## src/rtl/dma_pkg.sv

```systemverilog
// Shared DMA definitions: master FSM encoding, AHB-Lite encodings and the
// DMA slave register map used by both the slave and master blocks.
package dma_pkg;

    typedef enum logic [2:0] {
        ST_IDLE = 3'd0,
        ST_RD_A = 3'd1,
        ST_RD_D = 3'd2,
        ST_WR_A = 3'd3,
        ST_WR_D = 3'd4,
        ST_FIN  = 3'd5
    } dma_state_e;

    localparam logic [1:0] HTRANS_IDLE   = 2'b00;
    localparam logic [1:0] HTRANS_NONSEQ = 2'b10;
    localparam logic [2:0] HSIZE_WORD    = 3'b010;
    localparam logic [2:0] HBURST_SINGLE = 3'b000;
    localparam logic [3:0] HPROT_DATA    = 4'b0011;
    localparam logic [1:0] HRESP_OKAY    = 2'b00;
    localparam logic [1:0] HRESP_ERROR   = 2'b01;

    localparam logic [31:0] DMA_SRC_ADDR_REG  = 32'h4000_0010;
    localparam logic [31:0] DMA_DEST_ADDR_REG = 32'h4000_0060;
    localparam logic [31:0] DMA_LEN_REG       = 32'h4000_0090;

    // Byte pointer to word-aligned bus address.
    function automatic logic [31:0] word_addr(input logic [31:0] ptr);
        return ptr & 32'hFFFF_FFFC;
    endfunction

endpackage

```

## src/rtl/dma_master.sv

```systemverilog
// Single-channel AHB-Lite DMA master: copies transfer_length_reg words from
// src to dest as alternating single read/write transfers, one word at a time.
module dma_master
    import dma_pkg::*;
#(
    parameter int LEN_W = 4
) (
    input  logic             hclk,
    input  logic             hreset_n,
    input  logic             dma_start,
    input  logic             count_pulldown,
    input  logic [31:0]      src_addr_reg,
    input  logic [31:0]      dest_addr_reg,
    input  logic [LEN_W-1:0] transfer_length_reg,
    output logic [31:0]      haddr_o,
    output logic [1:0]       htrans_o,
    output logic             hwrite_o,
    output logic [2:0]       hsize_o,
    output logic [2:0]       hburst_o,
    output logic [3:0]       hprot_o,
    output logic             hmastlock_o,
    output logic [31:0]      hwdata_o,
    input  logic [31:0]      hrdata_i,
    input  logic             hready_i,
    input  logic [1:0]       hresp_i,
    output logic             done,
    output logic             busy,
    output logic             error
);

    dma_state_e       state_q, state_d;
    logic [31:0]      rd_ptr_q, wr_ptr_q, data_q, hwdata_q;
    logic [LEN_W-1:0] remaining_q;
    logic             error_q;
    logic             start, beat_ok, beat_err;

    assign start    = (state_q == ST_IDLE) && count_pulldown && dma_start;
    assign beat_ok  = hready_i && (hresp_i == HRESP_OKAY);
    // ERROR is acted on in its first (hready low) cycle.
    assign beat_err = (hresp_i == HRESP_ERROR);

    always_ff @(posedge hclk or negedge hreset_n) begin
        if (!hreset_n) begin
            state_q <= ST_IDLE;
        end else begin
            state_q <= state_d;
        end
    end

    always_comb begin
        state_d = state_q;
        unique case (state_q)
            ST_IDLE: if (start) state_d = (transfer_length_reg == '0) ? ST_FIN : ST_RD_A;
            ST_RD_A: if (hready_i) state_d = ST_RD_D;
            ST_RD_D: begin
                if (beat_err)     state_d = ST_FIN;
                else if (beat_ok) state_d = ST_WR_A;
            end
            ST_WR_A: if (hready_i) state_d = ST_WR_D;
            ST_WR_D: begin
                if (beat_err)     state_d = ST_FIN;
                else if (beat_ok) state_d = (remaining_q == LEN_W'(1)) ? ST_FIN : ST_RD_A;
            end
            ST_FIN:  state_d = ST_IDLE;
            default: state_d = ST_IDLE;
        endcase
    end

    // Pointers, word count, data and error flag.
    always_ff @(posedge hclk or negedge hreset_n) begin
        if (!hreset_n) begin
            rd_ptr_q    <= '0;
            wr_ptr_q    <= '0;
            remaining_q <= '0;
            data_q      <= '0;
            hwdata_q    <= '0;
            error_q     <= 1'b0;
        end else begin
            case (state_q)
                ST_IDLE: begin
                    if (start) begin
                        rd_ptr_q    <= src_addr_reg;
                        wr_ptr_q    <= dest_addr_reg;
                        remaining_q <= transfer_length_reg;
                        error_q     <= 1'b0;
                    end
                end
                ST_RD_D: begin
                    if (beat_err)     error_q <= 1'b1;
                    else if (beat_ok) data_q  <= hrdata_i;
                end
                ST_WR_A: if (hready_i) hwdata_q <= data_q;
                ST_WR_D: begin
                    if (beat_err) begin
                        error_q <= 1'b1;
                    end else if (beat_ok) begin
                        rd_ptr_q    <= rd_ptr_q + 32'd4;
                        wr_ptr_q    <= wr_ptr_q + 32'd4;
                        remaining_q <= remaining_q - LEN_W'(1);
                    end
                end
                default: ;
            endcase
        end
    end

    always_comb begin
        haddr_o  = '0;
        htrans_o = HTRANS_IDLE;
        hwrite_o = 1'b0;
        done     = (state_q == ST_FIN);
        busy     = (state_q != ST_IDLE);
        case (state_q)
            ST_RD_A: begin
                haddr_o  = word_addr(rd_ptr_q);
                htrans_o = HTRANS_NONSEQ;
            end
            ST_WR_A: begin
                haddr_o  = word_addr(wr_ptr_q);
                htrans_o = HTRANS_NONSEQ;
                hwrite_o = 1'b1;
            end
            default: ;
        endcase
    end

    assign hwdata_o    = hwdata_q;
    assign error       = error_q;
    assign hsize_o     = HSIZE_WORD;
    assign hburst_o    = HBURST_SINGLE;
    assign hprot_o     = HPROT_DATA;
    assign hmastlock_o = 1'b0;

endmodule

```

## config.mk

```make
export PLATFORM = sky130hd
export DESIGN_NAME = dma_master
export DESIGN_NICKNAME = d
export VERILOG_FILES = /design/src/rtl/dma_pkg.sv /design/src/rtl/dma_master.sv
export SDC_FILE = /design/constraint.sdc
export NUM_CORES = 1
export LEC_CHECK = 0
export CORE_AREA = 4 4 113 169
export DETAILED_ROUTE_END_ITERATION = 8
export DIE_AREA = 0 0 117 173
export HOLD_SLACK_MARGIN = 0.1
export PLACE_DENSITY = 0.7
export SYNTH_ARGS = -nofsm -noshare
export SYNTH_HDL_FRONTEND = slang
export SYNTH_SLANG_ARGS = --single-unit
export TNS_END_PERCENT = 50
```

## constraint.sdc

```tcl
create_clock -name hclk -period 2.54 [get_ports hclk]
set_clock_uncertainty 0.05 [all_clocks]
set_input_delay 0.381 -clock hclk [delete_from_list [all_inputs] [get_ports hclk]]
set_output_delay 0.381 -clock hclk [all_outputs]
set_load 0.01 [all_outputs]
```

# After elaboration in Yosys (flattened, before gate mapping)
# Cells that the tools add are included.
dict set report op_classes {
  add_sub_neg 3
  eq_ne 15
  n_reduce_logical 16
  mux 28
  bitwise_logic 1
}
# op n
set ops {}
lappend ops {{$mux 32} 6}
lappend ops {{$pmux 32 s2} 3}
lappend ops {{$add 32x3->32 const B} 2}
lappend ops {{$mux 3} 9}
lappend ops {{$pmux 3 s5} 1}
lappend ops {{$mux 4} 3}
lappend ops {{$ne 2x2->1 const B} 5}
lappend ops {{$pmux 4 s2} 1}
lappend ops {{$eq 3x2->1 const B} 2}
lappend ops {{$eq 3x3->1 const B} 2}
lappend ops {{$ne 3x3->1 const B} 2}
lappend ops {{$reduce_and 3->1} 2}
lappend ops {{$reduce_and 5->1} 1}
lappend ops {{$eq 4x1->1 const B} 1}
lappend ops {{$logic_not 4->1} 1}
lappend ops {{$reduce_and 4->1} 1}
lappend ops {{$reduce_bool 2->1} 2}
lappend ops {{$reduce_or 2->1} 2}
lappend ops {{$sub 4x1->4 const B} 1}
lappend ops {{$eq 3x1->1 const B} 1}
lappend ops {{$logic_and 1x1->1} 3}
lappend ops {{$logic_not 3->1} 1}
lappend ops {{$mux 1} 3}
lappend ops {{$reduce_bool 3->1} 1}
lappend ops {{7 further kinds} 7}
dict set report totals {
  regBits 136
  input_bits 107
  elab_cells 70
}

# Logic depth before layout (Yosys ltp)
# Gate-level depths: netlist (run 1).
dict set report logic_depth {
  word_depth 5
  ltp_mapped 8
  depth_no_buf 6
}

# Least setup slack after synthesis (run 1)
# No wires, ideal clock.
dict set report synth_timing {
  path_kind {reg-to-reg}
  start {register rd_ptr_q[2]}
  end {register rd_ptr_q[28]}
  t_arrival_ns 1.727
  t_required_ns 2.354
  stages_incl_launch_ff 8
  synth_period_minus_slack_ns 1.913
  path_slack_ns 0.627
  setup_ns 0.136
  n_path_buf 1
  path_cell_list {dfrtp_1 -> ha_1 -> and4_1 -> clkbuf_1 -> nand3_1 -> or4_1 -> mux2i_1 -> a21oi_1}
}
dict set report synth_between {
  elab_chain_cells 4
}
# element line
set synth_rtl {}
lappend synth_rtl {{start, declared} dma_master.sv:32} ;# logic [31:0] rd_ptr_q, wr_ptr_q, data_q, hwdata_q;
lappend synth_rtl {{start signal, assigned} dma_master.sv:82} ;# rd_ptr_q <= src_addr_reg;
lappend synth_rtl {{start signal, assigned} dma_master.sv:97} ;# rd_ptr_q <= rd_ptr_q + 32'd4;
lappend synth_rtl {{$add 32x3->32} dma_master.sv:97}
lappend synth_rtl {{$mux 32} dma_master.sv:96} ;# end else if (beat_ok) begin
lappend synth_rtl {{$mux 32} dma_master.sv:94} ;# if (beat_err) begin
lappend synth_rtl {{$pmux 32 s2} dma_master.sv:79} ;# case (state_q)
# Every way passes these cells. The select of a mux whose other input is x is not followed.
# A chain may end at the register's enable or synchronous reset.

# Worst setup path after layout (run 1)
dict set report layout_timing {
  start {register state_q[1]}
  end {output port haddr_o[23]}
}
dict set report layout_between {
  elab_chain_cells 2
  elab_cells_between_ends 3
}
# element line
set layout_rtl {}
lappend layout_rtl {{start, declared} dma_master.sv:31} ;# dma_state_e state_q, state_d;
lappend layout_rtl {{start signal, assigned} dma_master.sv:46} ;# state_q <= state_d;
lappend layout_rtl {{$eq 3x2->1 or $eq 3x1->1 (tied branches)} dma_master.sv:113} ;# case (state_q)
lappend layout_rtl {{$pmux 32 s2 *} dma_master.sv:113}
lappend layout_rtl {{end, declared} dma_master.sv:15} ;# output logic [31:0] haddr_o,
# Every way passes the cells marked *; elsewhere a longest branch is shown, timed or not.

==> out/metrics.yaml, run 1 <==
die:
  die_h_um: 173
  die_x_um: 117
  design.portCount: 188
  core-area_um2: 17700
  num_rows: 60
  initial_utilization: 0.414
  die_area_um2: 20200
yosys:
  warnings_from_yosys: 0
  synth_simple_gate_area_frac: 0.190
  syn_area_um2: 7330
  ys_dominant_reg_cell: "dfrtp_1"
  synth.top_cells.by_area: "dfrtp_1, mux2_2, mux2i_1, a21oi_1, nand2_1"
  synth_compound_gate_area_share: 0.154
  synthDominantAreaCellType: "dfrtp_1"
  synthDistinctLibCells: 61
  synthesis.instances: 775
  postSynthRegisterBits: 132
  synth.yosys.seq_area_share: 0.451
  synth.avg_cell_area_um2: 9.45
  multiplexer_share_of_the_synthesized_area: 0.145
  ys_async_sr_fraction: 1.00
  main_combinational_cell_family_by_area_after_synthesis: "simple AND/OR/NAND/NOR gates"
  synth-edff-count: 0
  synthAdderAreaFrac: 0.00683
  synth_xor_area_frac: 0.00120
  yosysTopAreaCellShare: 0.451
final_layout:
  design.final.nets: 1063
  layout.area.seq_um2: 3310
  layout.cells.most_common_list: "clkdlybuf4s50_1, dfrtp_1, nand2_1"
  multi_input_comb_area_um2: 3710
  antenna_cells_inserted: 0
  final_cell_area_um2: 10000
  mostFrequentLayoutCell: "clkdlybuf4s50_1"
  syn2layout_area_growth_pct: 36.6
  drive_gt1_frac: 0.159
  final.fill_count: 1613
sta:
  achievable-frequency_mhz: 404
  report.final.hold_viol_count: 0
  fin_ws_ns: 0.0621
  fin_tns_setup_ns: 0
  rsz0062_at_grt: "false"
  timing.final.crit_period_ns: 2.48
  setup_viol: 0
  slew-limit-headroom: 0.535
  finalMaxSlewViolations: 0
  worstMarginPinSlew_ns: 0.692
  final_min_period_over_clock_period: 0.976
routing:
  route.detailed.vias_per_inst: 5.66
  post_drt_wl_per_cell_um: 18.6
  drt_pre_antenna_iters: 5
  remaining_drc_errors: 0
  detail_route.wirelength_um: 22000
  postRouteAntennaNets: 0
  dr.first_iter.drc_count: 501
  route.vias.total: 6688
critical_path:
  cpPeakStageDelay_ns: 0.53
  setup.worst_path.start_class: "register"
  cp.required_ns: 2.11
  critical_path_arrival_ns: 2.05
  end_kind: "output port"
  worstPathCellList: "buf_12 -> mux2i_1 -> nor2_1 -> clkdlybuf4s50_1"
  critical_setup_path_kind: "register to output port"
  critPathSlowestCell: "dfrtp_2"
  path_buf_inv: 2
  worst-path-max-fanout: 20
  critical_path.top_delay_family: "buffers and inverters"
placed_design:
  place.detailed.hpwl_um: 16000
  placement.io_buffers: 169
  placed_area_um2: 9360
  globalplace.congestion: 0.935
  post-place-ws_ns: 0.145
power:
  power.static_leakage_nw: 4.15
  power.density_nw_per_um2: 1140
  power.ir.vdd_worst_mv: 0.650
clocking:
  insertion_delay_ns: 0.42
  cts.htree.levels: 4
  clock_tree.root_cell: "clkbuf_16"
  cts_tree: "built"
  cts.path.max_buffers: 2
  cts_made_buffers: 17
  tritoncts_num_sinks: 132
  clkSlewWorstSetupHoldPaths_ns: 0.06
global_routing:
  grt.overflow.total: 0
  global_route.usage.total: 0.221
  grt_antenna_before_repair: 0
  first_global_vias: 6762
  largest_net_degree_at_the_start_of_global_routing: 53
  wire_length_of_the_first_global_routing_pass_um: 35300
status:
  run_status: "complete, no violations"
worst_hold_path:
  hp-class: "input pin to asynchronous set/reset pin"
job:
  cap_viol_max_count: 0
worst reg2reg max path, delay by kind of cell (launching register included):
family                   cells  cell delay, ns
adder cells (fa/ha/maj)      1            0.23
flip-flops                   1            0.39
AND/OR/NAND/NOR              5            1.28
buffers and inverters        1            0.16
what timing repair did:
| action | in CTS | in global routing |
|---|---|---|
| setup endpoints to repair | 19 | 31 |
| setup buffers | 0 | 6 |
| gates resized for setup | 1 | 2 |
| gates cloned | 0 | 0 |
| pin swaps | 0 | 0 |
| endpoints found under the hold margin | 60 | 0 |
| hold buffers | 1 | 0 |
synth_stat cells, drive strengths merged (9+ instances only):
library cell and count:
and2 9, nor2 66, mux2i 34, clkbuf 28, nand2 71, a2bb2oi 20, nand3 48, nand4 18
mux2 64, inv 10, o21ai 46, a21oi 57, and3 11, o22ai 20, nor3 16, dfrtp 132
buf 40
through the flow:
stage | hold WS [ns] | cells | utilization | power [mW]
floorplan | 0.0354 | 787 | - | 6.71
global placement | 0.175 | 1143 | 0.528 | 8.83
detailed placement | 0.179 | 1143 | 0.528 | 8.94
CTS | 0.322 | 1175 | 0.562 | 11.5
global route | 0.330 | 1181 | 0.565 | 12.2
finish | 0.347 | 1181 | 0.565 | 11.4
sequential cells by signal, indices dropped and copies added (netlist names):
signal       count
data_q          32
state_q          3
remaining_q      4
error            1
wr_ptr_q        30
rd_ptr_q        30
hwdata_o        32
metal layers:
metal	wire [um]	up-vias	GRT usage
li1	-	3168	-
met1	8500	3212	0.259
met2	10900	248	0.362
met3	1690	60	0.0700
met4	865	0	0.104
met5	0	-	0
power by group:
group	internal (mW)	switching [mW]	total [mW]
Clock	1.48	0.978	2.46
Sequential	3.06	1.06	4.12
Combinational	2.56	2.31	4.87
Total	7.11	4.34	11.4
logic make-up after synthesis:
logic type | after synthesis
mux | 98
flops | 132
compound gates | 181
other cells | 2
simple gates | 279
buf+inv | 78
fa+ha+maj | 4
xor+xnor | 1
worst paths after layout:
check / startpoint / end / slack (ns) / cells past startpoint
worst min-delay path: hreset_n / hwdata_o[27]$_DFFE_PN0P_ / 0.35 / 2
worst max-delay path: state_q[1]$_DFFE_PN0P_ / haddr_o[23] / 0.06 / 4
max in group asynchronous: hreset_n / wr_ptr_q[9]$_DFFE_PN0P_ / 1.34 / 3
worst max register to register: rd_ptr_q[2]$_DFFE_PN0P_ / rd_ptr_q[24]$_DFFE_PN0P_ / 0.31 / 7
min in group hclk: data_q[4]$_DFFE_PN0P_ / hwdata_o[4]$_DFFE_PN0P_ / 0.45 / 1
worst min register to register: data_q[4]$_DFFE_PN0P_ / hwdata_o[4]$_DFFE_PN0P_ / 0.45 / 1
final cells by class:
class	count	area share
inverters	10	0.00375
repair buffers	214	0.209
clock inverters	13	0.0148
well taps	217	0.0271
flip-flops and latches	132	0.330
multi-input cells	577	0.371
clock buffers	18	0.0439
Power figures use the tool's default switching activity.
==> inputs of run 2 (changes only) <==
- CAP_MARGIN: not set -> 0
- PLACE_DENSITY: 0.7 -> not set
- PLACE_DENSITY_LB_ADDON: not set -> 0.3
- TNS_END_PERCENT: 50 -> 5
==> run 2 against run 1 <==
Sequential cell count is the same. Final cell count is essentially flat. Largest power group unchanged. Wire length shrank 0.18%. Highest routed layer unchanged. Non-clock buffer count is the same.
==> out/metrics.yaml, run 2 (synthesis gave the netlist of run 1 again) <==
critical_path:
  critPathSlowestCell: "clkdlybuf4s50_1"
  end_kind: "output port"
  path_buf_inv: 2
  cpPeakStageDelay_ns: 0.56
  cp.required_ns: 2.11
  critical_path.top_delay_family: "buffers and inverters"
  worst-path-max-fanout: 20
  setup.worst_path.start_class: "register"
  critical_setup_path_kind: "register to output port"
  critical_path_arrival_ns: 2.01
  worstPathCellList: "nand2b_1 -> buf_4 -> nor2_1 -> clkdlybuf4s50_1"
final_layout:
  mostFrequentLayoutCell: "clkdlybuf4s50_1"
  layout.cells.most_common_list: "clkdlybuf4s50_1, dfrtp_1, nand2_1"
  final.fill_count: 1574
  design.final.nets: 1063
  syn2layout_area_growth_pct: 37.1
  antenna_cells_inserted: 0
  drive_gt1_frac: 0.159
global_routing:
  grt_antenna_before_repair: 0
  grt.overflow.total: 0
  global_route.usage.total: 0.218
  largest_net_degree_at_the_start_of_global_routing: 51
  first_global_vias: 6837
  wire_length_of_the_first_global_routing_pass_um: 34700
clocking:
  insertion_delay_ns: 0.42
  cts.path.max_buffers: 2
  cts_tree: "built"
  clkSlewWorstSetupHoldPaths_ns: 0.06
  cts_made_buffers: 17
  tritoncts_num_sinks: 132
  cts.htree.levels: 4
  clock_tree.root_cell: "clkbuf_16"
die:
  initial_utilization: 0.414
  die_x_um: 117
  die_area_um2: 20200
  design.portCount: 188
  num_rows: 60
  core-area_um2: 17700
  die_h_um: 173
routing:
  drt_pre_antenna_iters: 5
  route.vias.total: 6715
  detail_route.wirelength_um: 21900
  post_drt_wl_per_cell_um: 18.5
  postRouteAntennaNets: 0
  route.detailed.vias_per_inst: 5.68
  dr.first_iter.drc_count: 417
  remaining_drc_errors: 0
placed_design:
  place.detailed.hpwl_um: 16000
  placement.io_buffers: 169
  post-place-ws_ns: 0.0677
  globalplace.congestion: 0.916
sta:
  rsz0062_at_grt: "false"
  achievable-frequency_mhz: 409
  report.final.hold_viol_count: 0
  finalMaxSlewViolations: 0
  timing.final.crit_period_ns: 2.44
  fin_tns_setup_ns: 0
  slew-limit-headroom: 0.570
  final_min_period_over_clock_period: 0.962
  worstMarginPinSlew_ns: 0.639
  setup_viol: 0
  fin_ws_ns: 0.0968
job:
  cap_viol_max_count: 0
power:
  power.static_leakage_nw: 4.17
  power.ir.vdd_worst_mv: 0.598
  power.density_nw_per_um2: 1140
worst_hold_path:
  hp-class: "input pin to asynchronous set/reset pin"
status:
  run_status: "complete, no violations"
==> run 2: what timing repair did <==
action                                  in CTS  in global routing
endpoints found under the setup margin      18                 11
resized for setup                            1                  2
setup buffers                                0                  2
hold buffers                                 1                  0
hold endpoints to repair                    46                  0
==> run 2: per-layer routing <==
layer | GRT usage | vias to the layer above | routed length (um)
met4 | 0.128 | 0 | 1220
met2 | 0.356 | 296 | 10700
met1 | 0.255 | 3176 | 8370
li1 | - | 3170 | -
met5 | 0 | - | 0
met3 | 0.0539 | 73 | 1650
==> run 2: report_power, final <==
group | internal [mW] | total, mW | switching, mW | leakage (nW)
Clock | 1.47 | 2.48 | 1.01 | 0.285
Combinational | 2.58 | 4.91 | 2.33 | 2.28
Sequential | 3.06 | 4.09 | 1.03 | 1.61
Total | 7.12 | 11.5 | 4.36 | 4.17
==> run 2: area by class of cell <==
cell class / count / area, um2 / area share
repair buffers: 214 / 2120 / 0.211
clock buffers: 18 / 429 / 0.0427
flip-flops and latches: 132 / 3310 / 0.329
well taps: 217 / 272 / 0.0270
clock inverters: 14 / 161 / 0.0161
multi-input cells: 577 / 3720 / 0.370
inverters: 10 / 37.5 / 0.00374
==> run 2: final timing paths <==
path                                               from                       end  slack [ns]  cells after the start
worst max-delay path             state_q[2]$_DFFE_PN0P_                haddr_o[5]         0.1                      4
worst min-delay path                           hreset_n  rd_ptr_q[21]$_DFFE_PN0P_        0.42                      2
worst min register to register   data_q[17]$_DFFE_PN0P_    data_q[17]$_DFFE_PN0P_        0.45                      1
min in group hclk                data_q[17]$_DFFE_PN0P_    data_q[17]$_DFFE_PN0P_        0.45                      1
worst max register to register  rd_ptr_q[2]$_DFFE_PN0P_  rd_ptr_q[24]$_DFFE_PN0P_        0.35                      6
max in group asynchronous                      hreset_n  hwdata_o[20]$_DFFE_PN0P_        1.37                      3
==> run 2: per-stage QoR <==
step / total power [mW] / area [um2] / hold slack (ns) / cells / util
global route: 12.2 / 10000 / 0.465 / 1182 / 0.567
global placement: 8.88 / 9410 / 0.318 / 1147 / 0.531
floorplan: 6.71 / 7370 / 0.0354 / 787 / -
CTS: 11.5 / 10000 / 0.444 / 1180 / 0.565
detailed placement: 8.98 / 9410 / 0.319 / 1147 / 0.531
finish: 11.5 / 10000 / 0.424 / 1182 / 0.567
